### src/rtl/pu_pkg.sv
// Shared types and constants for the processing-unit job sequencer.
package pu_pkg;

  localparam int unsigned WADDR_WIDTH = 7;
  localparam int unsigned RADDR_WIDTH = 6;
  localparam int unsigned BIAS_LANES  = 8;
  localparam int unsigned BIAS_AW     = $clog2(BIAS_LANES);

  typedef enum logic [1:0] {
    ST_IDLE,
    ST_RUN,
    ST_DRAIN,
    ST_FIN
  } pu_state_e;

  // Job configuration captured at start; the weight base goes straight into the pointer.
  typedef struct packed {
    logic [RADDR_WIDTH:0] num_out;
    logic [WADDR_WIDTH:0] num_chunks;
    logic                 bias;
    logic                 relu;
  } pu_cfg_t;

  function automatic logic cfg_empty(input logic [RADDR_WIDTH:0] n,
                                     input logic [WADDR_WIDTH:0] c);
    return (n == '0) || (c == '0);
  endfunction

endpackage

### src/rtl/pu_wr_delay.sv
// Fixed-latency valid+address delay line aligning result writes with the MAC output.
module pu_wr_delay #(
  parameter int unsigned LAT = 2,
  parameter int unsigned AW  = 6
) (
  input  logic          clk,
  input  logic          rst_n,
  input  logic          load_valid,
  input  logic [AW-1:0] load_addr,
  output logic          wr_valid,
  output logic [AW-1:0] wr_addr,
  output logic          pending_c
);

  logic [LAT-1:0] vld_q;
  logic [AW-1:0]  addr_q [LAT];

  always_ff @(posedge clk or negedge rst_n) begin
    if (!rst_n) begin
      vld_q <= '0;
      for (int i = 0; i < int'(LAT); i++) addr_q[i] <= '0;
    end else begin
      vld_q[0]  <= load_valid;
      addr_q[0] <= load_addr;
      for (int i = 1; i < int'(LAT); i++) begin
        vld_q[i]  <= vld_q[i-1];
        addr_q[i] <= addr_q[i-1];
      end
    end
  end

  assign wr_valid = vld_q[LAT-1];
  assign wr_addr  = addr_q[LAT-1];

  // Set while some entry will still be in flight after the next cycle.
  always_comb begin
    pending_c = (LAT > 1) && load_valid;
    for (int i = 0; i < int'(LAT) - 2; i++) pending_c = pending_c | vld_q[i];
  end

endmodule

### src/rtl/pu_sched.sv
// Layer-job sequencer: chunk handshake, weight address walk, MAC flags and result writes.
module pu_sched
  import pu_pkg::*;
#(
  parameter int unsigned MAC_LAT = 2
) (
  input  logic                   clk,
  input  logic                   rst_n,
  input  logic                   in_start,
  input  logic [RADDR_WIDTH:0]   in_cfg_num_out,
  input  logic [WADDR_WIDTH:0]   in_cfg_num_chunks,
  input  logic [WADDR_WIDTH-1:0] in_cfg_w_base,
  input  logic                   in_cfg_bias,
  input  logic                   in_cfg_relu,
  input  logic                   in_data_valid,
  output logic                   out_data_ready,
  output logic                   out_busy,
  output logic                   out_job_done,
  output logic                   out_mac_en,
  output logic                   out_done,
  output logic                   out_add_bias,
  output logic                   out_relu,
  output logic                   out_cache_clear,
  output logic [BIAS_AW-1:0]     out_bias_addr,
  output logic [WADDR_WIDTH-1:0] out_w_rd_addr,
  output logic                   out_r_wr_en,
  output logic [RADDR_WIDTH-1:0] out_r_wr_addr
);

  localparam int unsigned OW = RADDR_WIDTH + 1;
  localparam int unsigned CW = WADDR_WIDTH + 1;

  pu_state_e              state_q, state_d;
  pu_cfg_t                cfg_q;
  logic [OW-1:0]          out_idx_q;
  logic [CW-1:0]          chunk_idx_q;
  logic [WADDR_WIDTH-1:0] w_ptr_q;
  logic [RADDR_WIDTH-1:0] done_idx_q;
  logic                   fire, last_chunk, last_out, drain_pending;
  logic                   launch;

  assign fire       = out_data_ready & in_data_valid;
  assign last_chunk = chunk_idx_q == (cfg_q.num_chunks - CW'(1));
  assign last_out   = out_idx_q == (cfg_q.num_out - OW'(1));
  assign launch     = (state_q == ST_IDLE) && in_start;

  // The pointer register is the read address, so it is valid throughout the fire cycle.
  assign out_w_rd_addr = w_ptr_q;

  always_ff @(posedge clk or negedge rst_n) begin
    if (!rst_n) state_q <= ST_IDLE;
    else        state_q <= state_d;
  end

  always_comb begin
    state_d = state_q;
    unique case (state_q)
      ST_IDLE:  if (in_start) begin
                  state_d = cfg_empty(in_cfg_num_out, in_cfg_num_chunks) ? ST_FIN : ST_RUN;
                end
      ST_RUN:   if (fire && last_chunk && last_out) state_d = ST_DRAIN;
      ST_DRAIN: if (!drain_pending) state_d = ST_FIN;
      ST_FIN:   state_d = ST_IDLE;
      default:  state_d = ST_IDLE;
    endcase
  end

  // Registered handshake, status and MAC control outputs.
  always_ff @(posedge clk or negedge rst_n) begin
    if (!rst_n) begin
      out_data_ready  <= 1'b0;
      out_busy        <= 1'b0;
      out_job_done    <= 1'b0;
      out_cache_clear <= 1'b0;
      out_mac_en      <= 1'b0;
      out_done        <= 1'b0;
      out_add_bias    <= 1'b0;
      out_relu        <= 1'b0;
      out_bias_addr   <= '0;
      done_idx_q      <= '0;
    end else begin
      out_data_ready  <= state_d == ST_RUN;
      out_busy        <= state_d != ST_IDLE;
      out_job_done    <= state_q == ST_FIN;
      out_cache_clear <= launch && (state_d == ST_RUN);
      out_mac_en      <= fire;
      out_done        <= fire & last_chunk;
      out_add_bias    <= fire & last_chunk & cfg_q.bias;
      out_relu        <= fire & last_chunk & cfg_q.relu;
      out_bias_addr   <= fire ? out_idx_q[BIAS_AW-1:0] : '0;
      done_idx_q      <= out_idx_q[RADDR_WIDTH-1:0];
    end
  end

  // Job counters: loaded at launch, advanced only on a fired beat.
  always_ff @(posedge clk or negedge rst_n) begin
    if (!rst_n) begin
      cfg_q       <= '0;
      out_idx_q   <= '0;
      chunk_idx_q <= '0;
      w_ptr_q     <= '0;
    end else if (launch) begin
      cfg_q       <= '{num_out:    in_cfg_num_out,
                       num_chunks: in_cfg_num_chunks,
                       bias:       in_cfg_bias,
                       relu:       in_cfg_relu};
      out_idx_q   <= '0;
      chunk_idx_q <= '0;
      w_ptr_q     <= in_cfg_w_base;
    end else if (fire) begin
      w_ptr_q <= w_ptr_q + WADDR_WIDTH'(1);
      if (last_chunk) begin
        chunk_idx_q <= '0;
        out_idx_q   <= out_idx_q + OW'(1);
      end else begin
        chunk_idx_q <= chunk_idx_q + CW'(1);
      end
    end
  end

  pu_wr_delay #(
    .LAT (MAC_LAT),
    .AW  (RADDR_WIDTH)
  ) u_wr_delay (
    .clk        (clk),
    .rst_n      (rst_n),
    .load_valid (out_done),
    .load_addr  (done_idx_q),
    .wr_valid   (out_r_wr_en),
    .wr_addr    (out_r_wr_addr),
    .pending_c  (drain_pending)
  );

endmodule
### config.mk
export PLATFORM = sky130hd
export DESIGN_NAME = pu_sched
export DESIGN_NICKNAME = d
export VERILOG_FILES = /design/src/rtl/pu_pkg.sv /design/src/rtl/pu_wr_delay.sv /design/src/rtl/pu_sched.sv
export SDC_FILE = /design/constraint.sdc
export NUM_CORES = 1
export LEC_CHECK = 0
export CORE_ASPECT_RATIO = 0.5
export CORE_MARGIN = 1
export CORE_UTILIZATION = 57
export DETAILED_ROUTE_END_ITERATION = 16
export DONT_BUFFER_PORTS = 1
export GPL_ROUTABILITY_DRIVEN = 0
export GPL_TIMING_DRIVEN = 1
export HOLD_SLACK_MARGIN = 0.06
export PLACE_DENSITY_LB_ADDON = 0.2
export SLEW_MARGIN = 20
export SYNTH_ARGS = -nofsm -noshare
export SYNTH_HDL_FRONTEND = slang
export SYNTH_SLANG_ARGS = --single-unit
### constraint.sdc
create_clock -name clk -period 2.5 [get_ports clk]
set_input_delay 0.25 -clock clk [delete_from_list [all_inputs] [get_ports clk]]
set_output_delay 0.25 -clock clk [all_outputs]
set_load 0.01 [all_outputs]
After elaboration in Yosys (flattened, before gate mapping)

Index checks and enable logic that the tools add are counted.

Register bits: 72
Bits of input ports: 28
Output and inout bits: 25
Word-level logic and storage cells: 62

$add $sub $neg: 5
Eq/ne operators: 6
Multiplexer cells: 14
Bitwise operators: 4
Reductions and logical operators: 12

Operators by type and width:

| cell                                                               | number |
|---|---|
| 7-bit 2-to-1 mux                                                   | 5 |
| 8-bit 2-to-1 mux                                                   | 3 |
| 7-bit by 1-bit adder with 7-bit output, second input constant      | 2 |
| 8-bit by 1-bit adder with 8-bit output, second input constant      | 1 |
| 8-bit == test                                                      | 1 |
| 8-bit logical NOT                                                  | 1 |
| 2-bit 2-to-1 mux                                                   | 4 |
| 2-bit case mux with 4 select lines                                 | 1 |
| 8-bit by 1-bit subtractor with 8-bit output, second input constant | 1 |
| 7-bit == test                                                      | 1 |
| 7-bit logical NOT                                                  | 1 |
| 7-bit by 1-bit subtractor with 7-bit output, second input constant | 1 |
| 2-bit nonzero test                                                 | 3 |
| 1-bit AND                                                          | 4 |
| 2-bit by 1-bit == test with 1-bit output, second input constant    | 2 |
| 2-bit == test, second input constant                               | 2 |
| 1-bit logical AND                                                  | 4 |
| 3-bit 2-to-1 mux                                                   | 1 |
| 2-bit logical NOT                                                  | 1 |
| 2-bit AND reduction                                                | 1 |
| 1-bit logical OR                                                   | 1 |

Longest topological paths before layout

Word-level depth: 8
Depth in mapped cells: 10
Mapped depth without buffers: 8

By module

From an unflattened synthesis, not the netlist that was laid out.

Cells, all modules: 325
Area total of the unflattened synthesis: 3,260.6 µm²

Modules (own cells, without submodules):

| module      | times used | cells an instance | area an instance (µm²) | sequential area each (µm²) |
|---|---|---|---|---|
| pu_sched    | 1          | 304               | 2,857.7                | 1,451.4 |
| pu_wr_delay | 1          | 21                | 402.9                  | 350.3 |

Worst setup path before layout

Ideal clock, no wire load.

Path kind: register -> register
From: reg cfg_q[2] in the netlist's numbering
To: reg state_q[1]
Setup time: 0.080 ns
Arrival time: 2.331 ns
Data required time: 2.420 ns
Slack: 0.089 ns
Stages on the path, launching flop included: 10
Path buffers: 2
Period minus slack after synthesis: 2.411 ns
Path through: dfrtp_1 > inv_1 > ha_1 > clkbuf_1 > nand2_1 > o41a_1 > or3_1 > buf_2 > or4_1 > o22ai_2

Cells in the longest elaborated chain, start to end: 6

Ends and longest elaborated chain:

| what                                        | line            | text |
|---|---|---|
| from (decl)                                 | pu_sched.sv:34  | `pu_cfg_t cfg_q;` |
| from (signal assigned)                      | pu_sched.sv:103 | `cfg_q <= '{num_out: in_cfg_num_out,` |
| 8-bit by 1-bit subtractor with 8-bit output | pu_sched.sv:43  | `assign last_chunk = chunk_idx_q == (cfg_q.num_chunks - CW'(1));` |
| 8-bit == test                               | pu_sched.sv:43  |  |
| 1-bit logical AND (2 in series)             | pu_sched.sv:61  | `ST_RUN: if (fire && last_chunk && last_out) state_d = ST_DRAIN;` |
| 2-bit 2-to-1 mux                            | pu_sched.sv:61  |  |
| 2-bit case mux with 4 select lines          | pu_sched.sv:57  | `unique case (state_q)` |
| via state_d[1]                              | pu_sched.sv:33  | `pu_state_e state_q, state_d;` |
| to (signal assigned)                        | pu_sched.sv:52  | `else state_q <= state_d;` |
| to (decl)                                   | pu_sched.sv:33  |  |

The timed path passes the listed nets, and every way through them passes these cells.
A chain may end at the register's enable or synchronous reset.

Worst setup path after layout

From: reg cfg_q[3] in the netlist's numbering
To: reg state_q[1]

The elaborated chain is that of the path after synthesis.

==> impl_metrics.py <==
metrics = {
    "layout": {
        "fin_nets": 395,
        "antenna_cells": 0,
        "final_core_util_pct": 71.65,
        "drive_above_1_share_pct": 8.743,
        "area_growth_pct": 19.05,
        "fin_cells": 439,
    },
    "sta": {
        "timing.hold.ws_ns": 0.08569,
        "period_minus_slack_ns": 2.407,
        "slew_viol_final": 0,
        "finalHoldViolCount": 0,
        "finalSetupTns_ns": 0,
        "maxSlewHeadroom_pct": 57.74,
        "setup_viol": 0,
        "worst_pin_slew_ns": 0.6257,
        "finalCritPeriodShare_pct": 96.27,
        "skew_ns": 0.004321,
        "max_freq_mhz": 415.5,
    },
    "cts": {
        "cts_max_path_buffers": 2,
        "htreeDepth": 3,
        "cts.sinks": 72,
        "cts_buffers": 9,
        "cts_tree": "done",
        "clkTransAtPathRegs_ns": 0.06,
        "clock_latency_ns": 0.33,
        "cts-root-buf": "clkbuf_16",
    },
    "setup_path": {
        "r2r-start": "cfg_q[3]$_DFFE_PN0P_",
        "end_kind": "flop",
        "critPathMaxFanout": 7,
        "rrSetupSlack_ns": 0.09,
        "critPathLaunch": "cfg_q[3]$_DFFE_PN0P_",
        "r2r-end": "state_q[1]$_DFF_PN0_",
        "crit_arrival_ns": 2.66,
        "crit_path_end": "state_q[1]$_DFF_PN0_",
        "worstPathRequired_ns": 2.75,
        "worstRegToRegCells": 7,
        "worst-setup-path-type": "reg2reg",
        "start_kind": "flop",
    },
    "synth": {
        "synth.yosys.seq_area_share_pct": 53.59,
        "synth_seq_cells": 72,
        "synth_area_mm2": 0.003362,
        "synthSimpleGateAreaFrac_pct": 21.77,
        "synthMuxAreaShare_pct": 1.191,
        "yosysUniqueCellTypes": 48,
        "ys.flop_type": "dfrtp_1",
        "synthXorXnorAreaFrac_pct": 7.443,
        "synth_top_family_by_area": "simple AND/OR/NAND/NOR gates",
        "async_flop_share_pct": 100.0,
        "synth_compound_area_share_pct": 10.12,
        "synth-edff-count": 0,
        "synth_warnings": 0,
        "synth_top_cell_area_share_pct": 53.59,
        "synth_fa_ha_area_share_pct": 1.861,
        "avgSynthCellArea_um2": 10.01,
        "syn_inst": 336,
        "synth.area.top_cells": "dfrtp_1 54%, nand2_1 8.7%, xnor2_1 4.2%",
        "synth_top_area_cell": "dfrtp_1",
        "syn-num-nets": 369,
    },
    "detailed_routing": {
        "first_pass_iters": 4,
        "ant_nets": 0,
        "wl_per_cell_um": 15.89,
        "drc": 0,
        "via_per_inst": 5.763,
        "vias": 2530,
        "routed_wl_mm": 6.974,
        "drtIter0Drc": 122,
    },
    "grt": {
        "grt_pass1_wl_mm": 11.94,
        "grt_pass1_vias": 2536,
        "grt_max_degree": 73,
        "grt_use_total_pct": 24.87,
        "grt_antenna_before_repair": 0,
        "overflow": 0,
    },
    "die": {
        "die-area_mm2": 0.006228,
        "core_area_mm2": 0.005587,
        "die_w_um": 110.6,
        "start_util_pct": 60.18,
        "row_count": 19,
        "die_h_um": 56.31,
        "pin_count": 53,
    },
    "power": {
        "leakage_nw": 1.866,
        "peakVddDrop_uv": 731.6,
        "p_per_area_mw_per_mm2": 1138,
    },
    "run_status": {
        "status": "finished clean",
    },
    "placement": {
        "port_buffers": 0,
        "dp_hpwl_mm": 4.384,
        "post-place-cells": 396,
    },
    "job": {
        "maxCapViolCount": 0,
    },
    "worst_hold_path": {
        "worst_hold_path_type": "in2reg",
    },
}
where the power goes:
group / switching [mW] / total [mW] / internal [mW]
Sequential: 0.370 / 1.84 / 1.47
Combinational: 0.806 / 1.45 / 0.647
Clock: 0.469 / 1.26 / 0.792
Total: 1.64 / 4.55 / 2.91
cell families (layout without fill, tap and decap cells):
logic type	Yosys count	in the layout
buf+inv	27	57
compound gates	51	51
simple gates	150	150
mux	4	4
fa+ha+maj	5	5
flops	72	72
xor+xnor	27	27
how the worst min path moves through the flow:
stage	from	depth (start not counted)	end
floorplan	rst_n	0	cfg_q[0]$_DFFE_PN0P_
global placement	rst_n	0	u_wr_delay.wr_addr[2]$_DFF_PN0_
detailed placement	rst_n	0	u_wr_delay.wr_addr[0]$_DFF_PN0_
CTS	in_cfg_w_base[1]	2	out_w_rd_addr[1]$_DFFE_PN0P_
global route	in_cfg_w_base[1]	2	out_w_rd_addr[1]$_DFFE_PN0P_
finish	in_cfg_w_base[1]	2	out_w_rd_addr[1]$_DFFE_PN0P_
final cells by class:
| cell class | instances | area [um2] |
|---|---|---|
| multi-input combinational | 237 | 1436 |
| tap | 73 | 91.34 |
| fill | 408 | 1584 |
| clock buffer | 10 | 239.0 |
| clock inverter | 5 | 56.30 |
| timing repair buffer | 36 | 355.3 |
| inverter | 6 | 22.52 |
| sequential | 72 | 1802 |
state kept, by name, summed over array words and instances, names as in the netlist, 2 cells and up:
| signal | flops |
|---|---|
| u_wr_delay.vld_q | 2 |
| out_bias_addr | 3 |
| state_q | 2 |
| cfg_q | 17 |
| u_wr_delay.addr_q | 6 |
| out_idx_q | 7 |
| done_idx_q | 6 |
| u_wr_delay.wr_addr | 6 |
| chunk_idx_q | 8 |
| out_w_rd_addr | 7 |
cells in the mapped netlist (3+ instances only):
| cell type | count |
|---|---|
| buf_2 | 3 |
| nor2_1 | 8 |
| and3_1 | 11 |
| ha_1 | 5 |
| o21ai_0 | 15 |
| nand2_1 | 78 |
| xnor2_1 | 16 |
| a31oi_1 | 4 |
| buf_4 | 6 |
| and2_1 | 6 |
| nand4_1 | 8 |
| nor3_1 | 12 |
| a21oi_1 | 7 |
| mux2i_1 | 4 |
| or4_1 | 3 |
| dfrtp_1 | 72 |
| o211ai_1 | 4 |
| clkbuf_1 | 10 |
| nor4_1 | 6 |
| nand3_1 | 4 |
| xor2_1 | 10 |
| inv_1 | 6 |
| nand2b_1 | 5 |
metal layers:
metal,global-route usage [%],wire (um)
met3,8.099,436
met5,0,0
met1,32.04,3099
met2,38.95,3317
met4,11.24,122
cell usage in the layout (no fill, tap or decap), types with 4 or more instances in the layout:
cell           synthesis  final
a21oi_1                7      7
a31oi_1                4      4
and2_1                 6      6
and3_1                11     11
buf_4                  6      9
clkbuf_16              0      9
dfrtp_1               72     72
dlygate4sd3_1          0     26
ha_1                   5      5
inv_1                  6      6
mux2i_1                4      4
nand2_1               78     78
nand2b_1               5      5
nand3_1                4      4
nand4_1                8      8
nor2_1                 8      8
nor3_1                12     12
nor4_1                 6      5
o211ai_1               4      4
o21ai_0               15     15
xnor2_1               16     16
xor2_1                10     10
critical path, stage by stage, from the launching register on:
cell and delay [ns]:
dfrtp_1 0.40, inv_1 0.08, ha_1 0.27, nand2_1 0.08
o41a_1 0.40, or3_4 0.46, or4_1 0.51, o22ai_2 0.12
metrics by stage:
stage               worst slack [ns]  cell area, um2  power, mW
finish                       0.09316            4003      4.553
global route                -0.02755            4003      4.865
CTS                          0.01249            3984      4.543
detailed placement           0.02451            3401      3.189
global placement              0.1079            3401      3.111
floorplan                    0.08914            3362      2.900
timing repair:
action / in CTS / in global routing
endpoints found under the hold margin: 99 / 0
endpoints found under the setup margin: 0 / 11
buffers inserted: 0 / 1
resized for setup: 0 / 2
hold buffers: 27 / 0
Power figures use the tool's default switching activity.
